### config.mk
export PLATFORM = sky130hd
export DESIGN_NAME = ps2_keycode_rx
export DESIGN_NICKNAME = d
export VERILOG_FILES = /design/src/rtl/ps2_keycode_rx.sv
export SDC_FILE = /design/constraint.sdc
export NUM_CORES = 1
export LEC_CHECK = 0
export BUFFER_PORTS_ARGS = -buffer_cell sky130_fd_sc_hd__buf_4
export CAP_MARGIN = 20
export CORE_MARGIN = 5
export CORE_UTILIZATION = 33
export CTS_CLUSTER_DIAMETER = 60
export DETAILED_ROUTE_END_ITERATION = 7
export PLACE_DENSITY = 0.49
export SLEW_MARGIN = 10
export SYNTH_ARGS = -nofsm -noshare
export SYNTH_HDL_FRONTEND = slang
export SYNTH_SLANG_ARGS = --single-unit
### constraint.sdc
create_clock -name Clk -period 3.3 [get_ports Clk]
set_input_delay 0 -clock Clk [delete_from_list [all_inputs] [get_ports Clk]]
set_output_delay 0 -clock Clk [all_outputs]
set_load 0.02 [all_outputs]
### src/rtl/ps2_keycode_rx.sv
// PS/2 Set-2 keyboard receiver: frames scancodes, tracks E0/F0 prefixes,
// maps a fixed key subset to USB-HID usages and reports the held key.
//
// Ports:
//   Clk, Reset_n        system clock, async active-low reset
//   PS2_CLK, PS2_DAT    raw keyboard lines (asynchronous to Clk)
//   keycode             HID usage of the held mapped key, 8'h00 = none
//   key_press           1-cycle strobe, keycode set to a new nonzero value
//   key_release         1-cycle strobe, keycode cleared by a break
//   parity_err          1-cycle strobe, odd-parity check failed
//   frame_err           1-cycle strobe, bad stop bit or mid-frame timeout
module ps2_keycode_rx #(
  parameter int TIMEOUT_CYC = 5000,
  parameter int CNT_W       = 13
) (
  input  logic       Clk,
  input  logic       Reset_n,
  input  logic       PS2_CLK,
  input  logic       PS2_DAT,
  output logic [7:0] keycode,
  output logic       key_press,
  output logic       key_release,
  output logic       parity_err,
  output logic       frame_err
);

  typedef enum logic [1:0] {
    F_IDLE,
    F_DATA,
    F_PARITY,
    F_STOP
  } frm_e;

  typedef enum logic [1:0] {
    PREFIX_NONE,
    PREFIX_E0,
    PREFIX_F0,
    PREFIX_E0F0
  } pfx_e;

  // ---------------------------------------------------------------
  // Input synchronizers and falling-edge detect
  // ---------------------------------------------------------------
  logic [1:0] clk_s;
  logic [1:0] dat_s;
  logic       clk_d;
  logic       fall;
  logic       din;

  always_ff @(posedge Clk or negedge Reset_n) begin
    if (!Reset_n) begin
      clk_s <= 2'b11;
      dat_s <= 2'b11;
      clk_d <= 1'b1;
    end else begin
      clk_s <= {clk_s[0], PS2_CLK};
      dat_s <= {dat_s[0], PS2_DAT};
      clk_d <= clk_s[1];
    end
  end

  assign fall = clk_d & ~clk_s[1];
  assign din  = dat_s[1];

  // ---------------------------------------------------------------
  // Frame FSM
  // ---------------------------------------------------------------
  frm_e             frm_q, frm_d;
  logic [2:0]       bit_q, bit_d;
  logic [7:0]       shf_q, shf_d;
  logic             par_q, par_d;
  logic             stp_q, stp_d;
  logic [CNT_W-1:0] cnt_q, cnt_d;
  logic             done_q, done_d;
  logic             tmo;

  assign tmo = (frm_q != F_IDLE) &&
               (cnt_q == CNT_W'(TIMEOUT_CYC));

  always_ff @(posedge Clk or negedge Reset_n) begin
    if (!Reset_n) begin
      frm_q  <= F_IDLE;
      bit_q  <= '0;
      shf_q  <= '0;
      par_q  <= 1'b0;
      stp_q  <= 1'b0;
      cnt_q  <= '0;
      done_q <= 1'b0;
    end else begin
      frm_q  <= frm_d;
      bit_q  <= bit_d;
      shf_q  <= shf_d;
      par_q  <= par_d;
      stp_q  <= stp_d;
      cnt_q  <= cnt_d;
      done_q <= done_d;
    end
  end

  always_comb begin
    frm_d  = frm_q;
    bit_d  = bit_q;
    shf_d  = shf_q;
    par_d  = par_q;
    stp_d  = stp_q;
    done_d = 1'b0;

    if (frm_q == F_IDLE || fall) begin
      cnt_d = '0;
    end else begin
      cnt_d = cnt_q + 1'b1;
    end

    if (tmo) begin
      frm_d = F_IDLE;
      cnt_d = '0;
    end else if (fall) begin
      unique case (frm_q)
        F_IDLE: begin
          // Only a low start bit opens a frame.
          if (!din) begin
            frm_d = F_DATA;
            bit_d = '0;
          end
        end
        F_DATA: begin
          shf_d = {din, shf_q[7:1]};
          bit_d = bit_q + 1'b1;
          if (bit_q == 3'd7) begin
            frm_d = F_PARITY;
          end
        end
        F_PARITY: begin
          par_d = din;
          frm_d = F_STOP;
        end
        F_STOP: begin
          stp_d  = din;
          done_d = 1'b1;
          frm_d  = F_IDLE;
        end
      endcase
    end
  end

  // ---------------------------------------------------------------
  // Scancode decoder
  // ---------------------------------------------------------------
  function automatic logic [7:0] hid_map(
    input logic [7:0] code,
    input logic       ext
  );
    logic [7:0] h;
    case ({ext, code})
      9'h00D:  h = 8'h2B;
      9'h015:  h = 8'h14;
      9'h01C:  h = 8'h04;
      9'h023:  h = 8'h07;
      9'h01D:  h = 8'h1A;
      9'h01B:  h = 8'h16;
      9'h029:  h = 8'h2C;
      9'h05A:  h = 8'h28;
      9'h076:  h = 8'h29;
      9'h16B:  h = 8'h50;
      9'h174:  h = 8'h4F;
      9'h175:  h = 8'h52;
      9'h172:  h = 8'h51;
      default: h = 8'h00;
    endcase
    return h;
  endfunction

  pfx_e       pfx_q, pfx_d;
  logic [7:0] key_d;
  logic       press_d;
  logic       rel_d;
  logic       perr_d;
  logic       ferr_d;
  logic       par_ok;
  logic       ext;
  logic       brk;
  logic [7:0] hid;

  // Data bits plus parity bit must hold an odd number of ones.
  assign par_ok = ^{shf_q, par_q};
  assign ext    = (pfx_q == PREFIX_E0) ||
                  (pfx_q == PREFIX_E0F0);
  assign brk    = (pfx_q == PREFIX_F0) ||
                  (pfx_q == PREFIX_E0F0);
  assign hid    = hid_map(shf_q, ext);

  always_ff @(posedge Clk or negedge Reset_n) begin
    if (!Reset_n) begin
      pfx_q       <= PREFIX_NONE;
      keycode     <= 8'h00;
      key_press   <= 1'b0;
      key_release <= 1'b0;
      parity_err  <= 1'b0;
      frame_err   <= 1'b0;
    end else begin
      pfx_q       <= pfx_d;
      keycode     <= key_d;
      key_press   <= press_d;
      key_release <= rel_d;
      parity_err  <= perr_d;
      frame_err   <= ferr_d;
    end
  end

  always_comb begin
    pfx_d   = pfx_q;
    key_d   = keycode;
    press_d = 1'b0;
    rel_d   = 1'b0;
    perr_d  = 1'b0;
    ferr_d  = 1'b0;

    if (tmo) begin
      // Abandoned frame: keep the held key, drop any prefix.
      ferr_d = 1'b1;
      pfx_d  = PREFIX_NONE;
    end else if (done_q) begin
      if (!par_ok || !stp_q) begin
        perr_d = !par_ok;
        ferr_d = !stp_q;
        pfx_d  = PREFIX_NONE;
      end else begin
        unique case (1'b1)
          (shf_q == 8'hE0 && pfx_q == PREFIX_NONE):
            pfx_d = PREFIX_E0;
          (shf_q == 8'hF0 && pfx_q == PREFIX_NONE):
            pfx_d = PREFIX_F0;
          (shf_q == 8'hF0 && pfx_q == PREFIX_E0):
            pfx_d = PREFIX_E0F0;
          default: begin
            pfx_d = PREFIX_NONE;
            if (hid != 8'h00) begin
              if (!brk && keycode != hid) begin
                key_d   = hid;
                press_d = 1'b1;
              end else if (brk && keycode == hid) begin
                // Only the key still shown may clear it.
                key_d = 8'h00;
                rel_d = 1'b1;
              end
            end
          end
        endcase
      end
    end
  end

endmodule

==> flow_summary.json <==
{
  "worstMarginPinSlew_ns": 0.716,
  "pwr_density_cell_nw_per_um2": 583,
  "hold_class": "input port to async pin",
  "synth-async-reset-ratio_pct": 100,
  "cts-root-buf": "clkbuf_8",
  "path_clk_slew_ns": 0.09,
  "maxCapViolations": 0,
  "syn_inst": 295,
  "fin_util_pct": 40.4,
  "cts.sinks": 47,
  "num_rows": 34,
  "ys_seq_elements": 47,
  "core-area_um2": 8640,
  "synth-edff-count": 0,
  "via_count": 2277,
  "htree_levels": 2,
  "timing.hold.ws_ns": 0.247,
  "fmax_ghz": 0.309,
  "grt_pass1_wl_um": 11000,
  "critPathMostFrequentCell": "or4_4",
  "r2r-end": "keycode[5]$_DFFE_PN0P_",
  "drtPass1Iterations": 4,
  "synth_area_leaders": "dfrtp_1 (36%), ha_1 (4.8%), dfstp_2 (4.6%)",
  "cellLeakagePower_uw": 0.00147,
  "io_buffers": 14,
  "reg2reg_depth": 10,
  "cts_tree": "yes",
  "start_util_pct": 33.4,
  "antenna_found_initial": 0,
  "via_per_inst": 5.12,
  "nNetsFinal": 351,
  "relSlewSlack_pct": 51.9,
  "ys_types": 58,
  "place_congestion": 0.783,
  "synth_area_per_cell_um2": 9.77,
  "cp_cell_sequence": "buf_12, or4_4, a211o_1, xnor2_1, o31a_1, or4_4, ha_4, nor3_4, buf_6, mux2_4",
  "drive_gt1_share_pct": 26.1,
  "status": "finished, final reports clean",
  "yosysWarnings": 0,
  "setup_viol": 0,
  "path_max_fanout": 16,
  "die_area_um2": 10700,
  "syn_nets": 310,
  "worstSetupPathType": "flop to flop",
  "synth_ff_type": "dfrtp_1",
  "antenna_cells": 0,
  "post-route-period-util_pct": 98.0,
  "dpl.hpwl_um": 4770,
  "yosysTopAreaCell": "dfrtp_1",
  "finalHoldViolCount": 0,
  "power_uw": 2040,
  "fin_skew_ns": 0.00755,
  "grt_pass1_vias": 2247,
  "detail-route-antenna-nets": 0,
  "drv_slew": 0,
  "r2r_slack_ns": 0.07,
  "ys_top_cells_by_count": "dfrtp_1 (42), nor2_1 (22), nand2_1 (21)",
  "synth_most_common_cell": "dfrtp_1",
  "grt_max_degree": 48,
  "die_h_um": 103,
  "drtIter0Drc": 66,
  "area_growth_pct": 21.2,
  "crit_required_ns": 3.49,
  "cts_buffers": 5,
  "route.detailed.drc": 0,
  "netlist_area_um2": 2880,
  "rsz0062_at_grt": "true",
  "crit_path_top_delay_cell": "or4_4",
  "cts_buffer_depth": 2,
  "fillers": 850,
  "max_stage_delay_ns": 0.53,
  "critPathLaunchType": "flop",
  "overflow": 0,
  "wl_per_cell_um": 14.3,
  "ir_drop_v": 0.000251,
  "cp.arrival_ns": 3.42,
  "fin_crit_ns": 3.23,
  "endpoint_kind": "flop",
  "wl_um": 6360,
  "grtUsageTotal_pct": 12.9,
  "r2r_start": "shf_q[5]$_DFFE_PN0P_",
  "die_x_um": 103,
  "clk_latency_ns": 0.30,
  "ys_seq_area_share_pct": 41.0,
  "ios": 16,
  "yosysTopAreaCellShare_pct": 36.5
}
==> final cells by class <==
class,instances,area (um^2),area share [%]
Inverter,18,67.6,1.93
Clock inverter,3,22.5,0.645
Sequential cell,47,1180,33.9
Tap cell,108,135,3.87
Timing Repair Buffer,51,419,12.0
Clock buffer,5,68.8,1.97
Multi-Input combinational cell,213,1590,45.6
==> cell families (layout without fill, tap and decap cells) <==
group	count (synthesis)	after routing	synth area share (%)
simple gates	118	118	24.9
compound gates	47	47	11.1
flops	47	47	41.0
buf+inv	35	77	5.56
xor+xnor	21	21	6.86
mux	15	15	5.69
fa+ha+maj	11	11	4.78
other cells	1	1	0.130
==> placed cells by master, fill, tap and decap left out, drive strengths merged, types with 2 or more instances in the layout <==
master	netlist	layout
xor2	6	6
nand3b	2	2
o2111ai	2	2
o21ai	15	15
nor2b	3	3
xnor2	14	14
a21oi	5	5
nand2b	5	5
nor4b	6	6
a31oi	6	6
o211ai	2	2
nor4	6	6
and4	3	3
a21boi	2	2
a32oi	3	3
buf	11	48
or4	4	4
mux2i	4	4
inv	18	19
nor3	9	9
and4b	2	2
clkinv	0	2
nand2	21	21
and2	4	4
clkbuf	6	5
nand3	7	7
dfrtp	42	42
nor3b	4	4
dlygate4sd3	0	3
nor2	22	22
nand4	5	5
nor4bb	4	4
and3	5	5
a211o	2	2
mux2	11	11
dfstp	5	5
ha	11	11
==> timing repair <==
| item | CTS | global route |
|---|---|---|
| resized for setup | 1 | 11 |
| endpoints found under the setup margin | 3 | 7 |
| buffers inserted | 0 | 6 |
| hold buffers | 3 | 0 |
| endpoints found under the hold margin | 44 | 0 |
| pin swaps | 0 | 4 |
==> how the worst max path moves through the flow <==
stage                    startpoint                      to  slack (ns)  depth (start not counted)
3_5_place_dp   shf_q[5]$_DFFE_PN0P_  keycode[1]$_DFFE_PN0P_       0.001                          9
6_report       shf_q[5]$_DFFE_PN0P_  keycode[5]$_DFFE_PN0P_        0.07                         10
4_1_cts        shf_q[6]$_DFFE_PN0P_  keycode[1]$_DFFE_PN0P_      0.0006                          9
2_1_floorplan  shf_q[6]$_DFFE_PN0P_  keycode[1]$_DFFE_PN0P_        0.02                         10
3_3_place_gp   shf_q[6]$_DFFE_PN0P_  keycode[3]$_DFFE_PN0P_        0.04                         11
5_1_grt        pfx_q[0]$_DFFE_PN0P_  keycode[5]$_DFFE_PN0P_       -0.04                         11
==> metal layers <==
layer / global-route usage, % / wire length [um] / vias up
li1: - / - / 1143
met3: 2.35 / 161 / 9
met2: 21.2 / 3070 / 22
met4: 3.09 / 96 / 0
met1: 17.5 / 3040 / 1103
met5: 0 / 0 / -
==> sequential cells by signal, summed over array words and instances (netlist names) <==
signal and cells:
cnt_q 13, shf_q 8, keycode 7, bit_q 3, clk_s 2, dat_s 2
frm_q 2, pfx_q 2, clk_d 1, done_q 1, frame_err 1, key_press 1
key_release 1, par_q 1, parity_err 1, stp_q 1
==> power breakdown <==
group / internal [uW] / switching, uW / total, uW
combinational: 438 / 454 / 892
clock: 152 / 205 / 357
sequential: 672 / 114 / 786
==> through the flow <==
step	setup WS (ns)	area, um^2	instances	setup TNS [ns]
after floorplan	0.0174	2900	295	0
after global placement	0.0360	3280	428	0
after detailed placement	0.000959	3280	428	0
after CTS	0.000580	3410	439	0
after global routing	-0.0448	3490	445	-0.131
final	0.0662	3490	445	0
==> critical path, delay by kind of cell (launching register included) <==
family | cells | cell delay [ns]
adder cells (fa/ha/maj) | 1 | 0.24
multiplexers | 1 | 0.29
AND/OR/NAND/NOR | 3 | 1.16
XOR/XNOR | 1 | 0.14
AO/OA/AOI/OAI | 2 | 0.59
buffers and inverters | 2 | 0.31
flip-flops | 1 | 0.41
No activity file was read; power rests on OpenSTA's default activity.
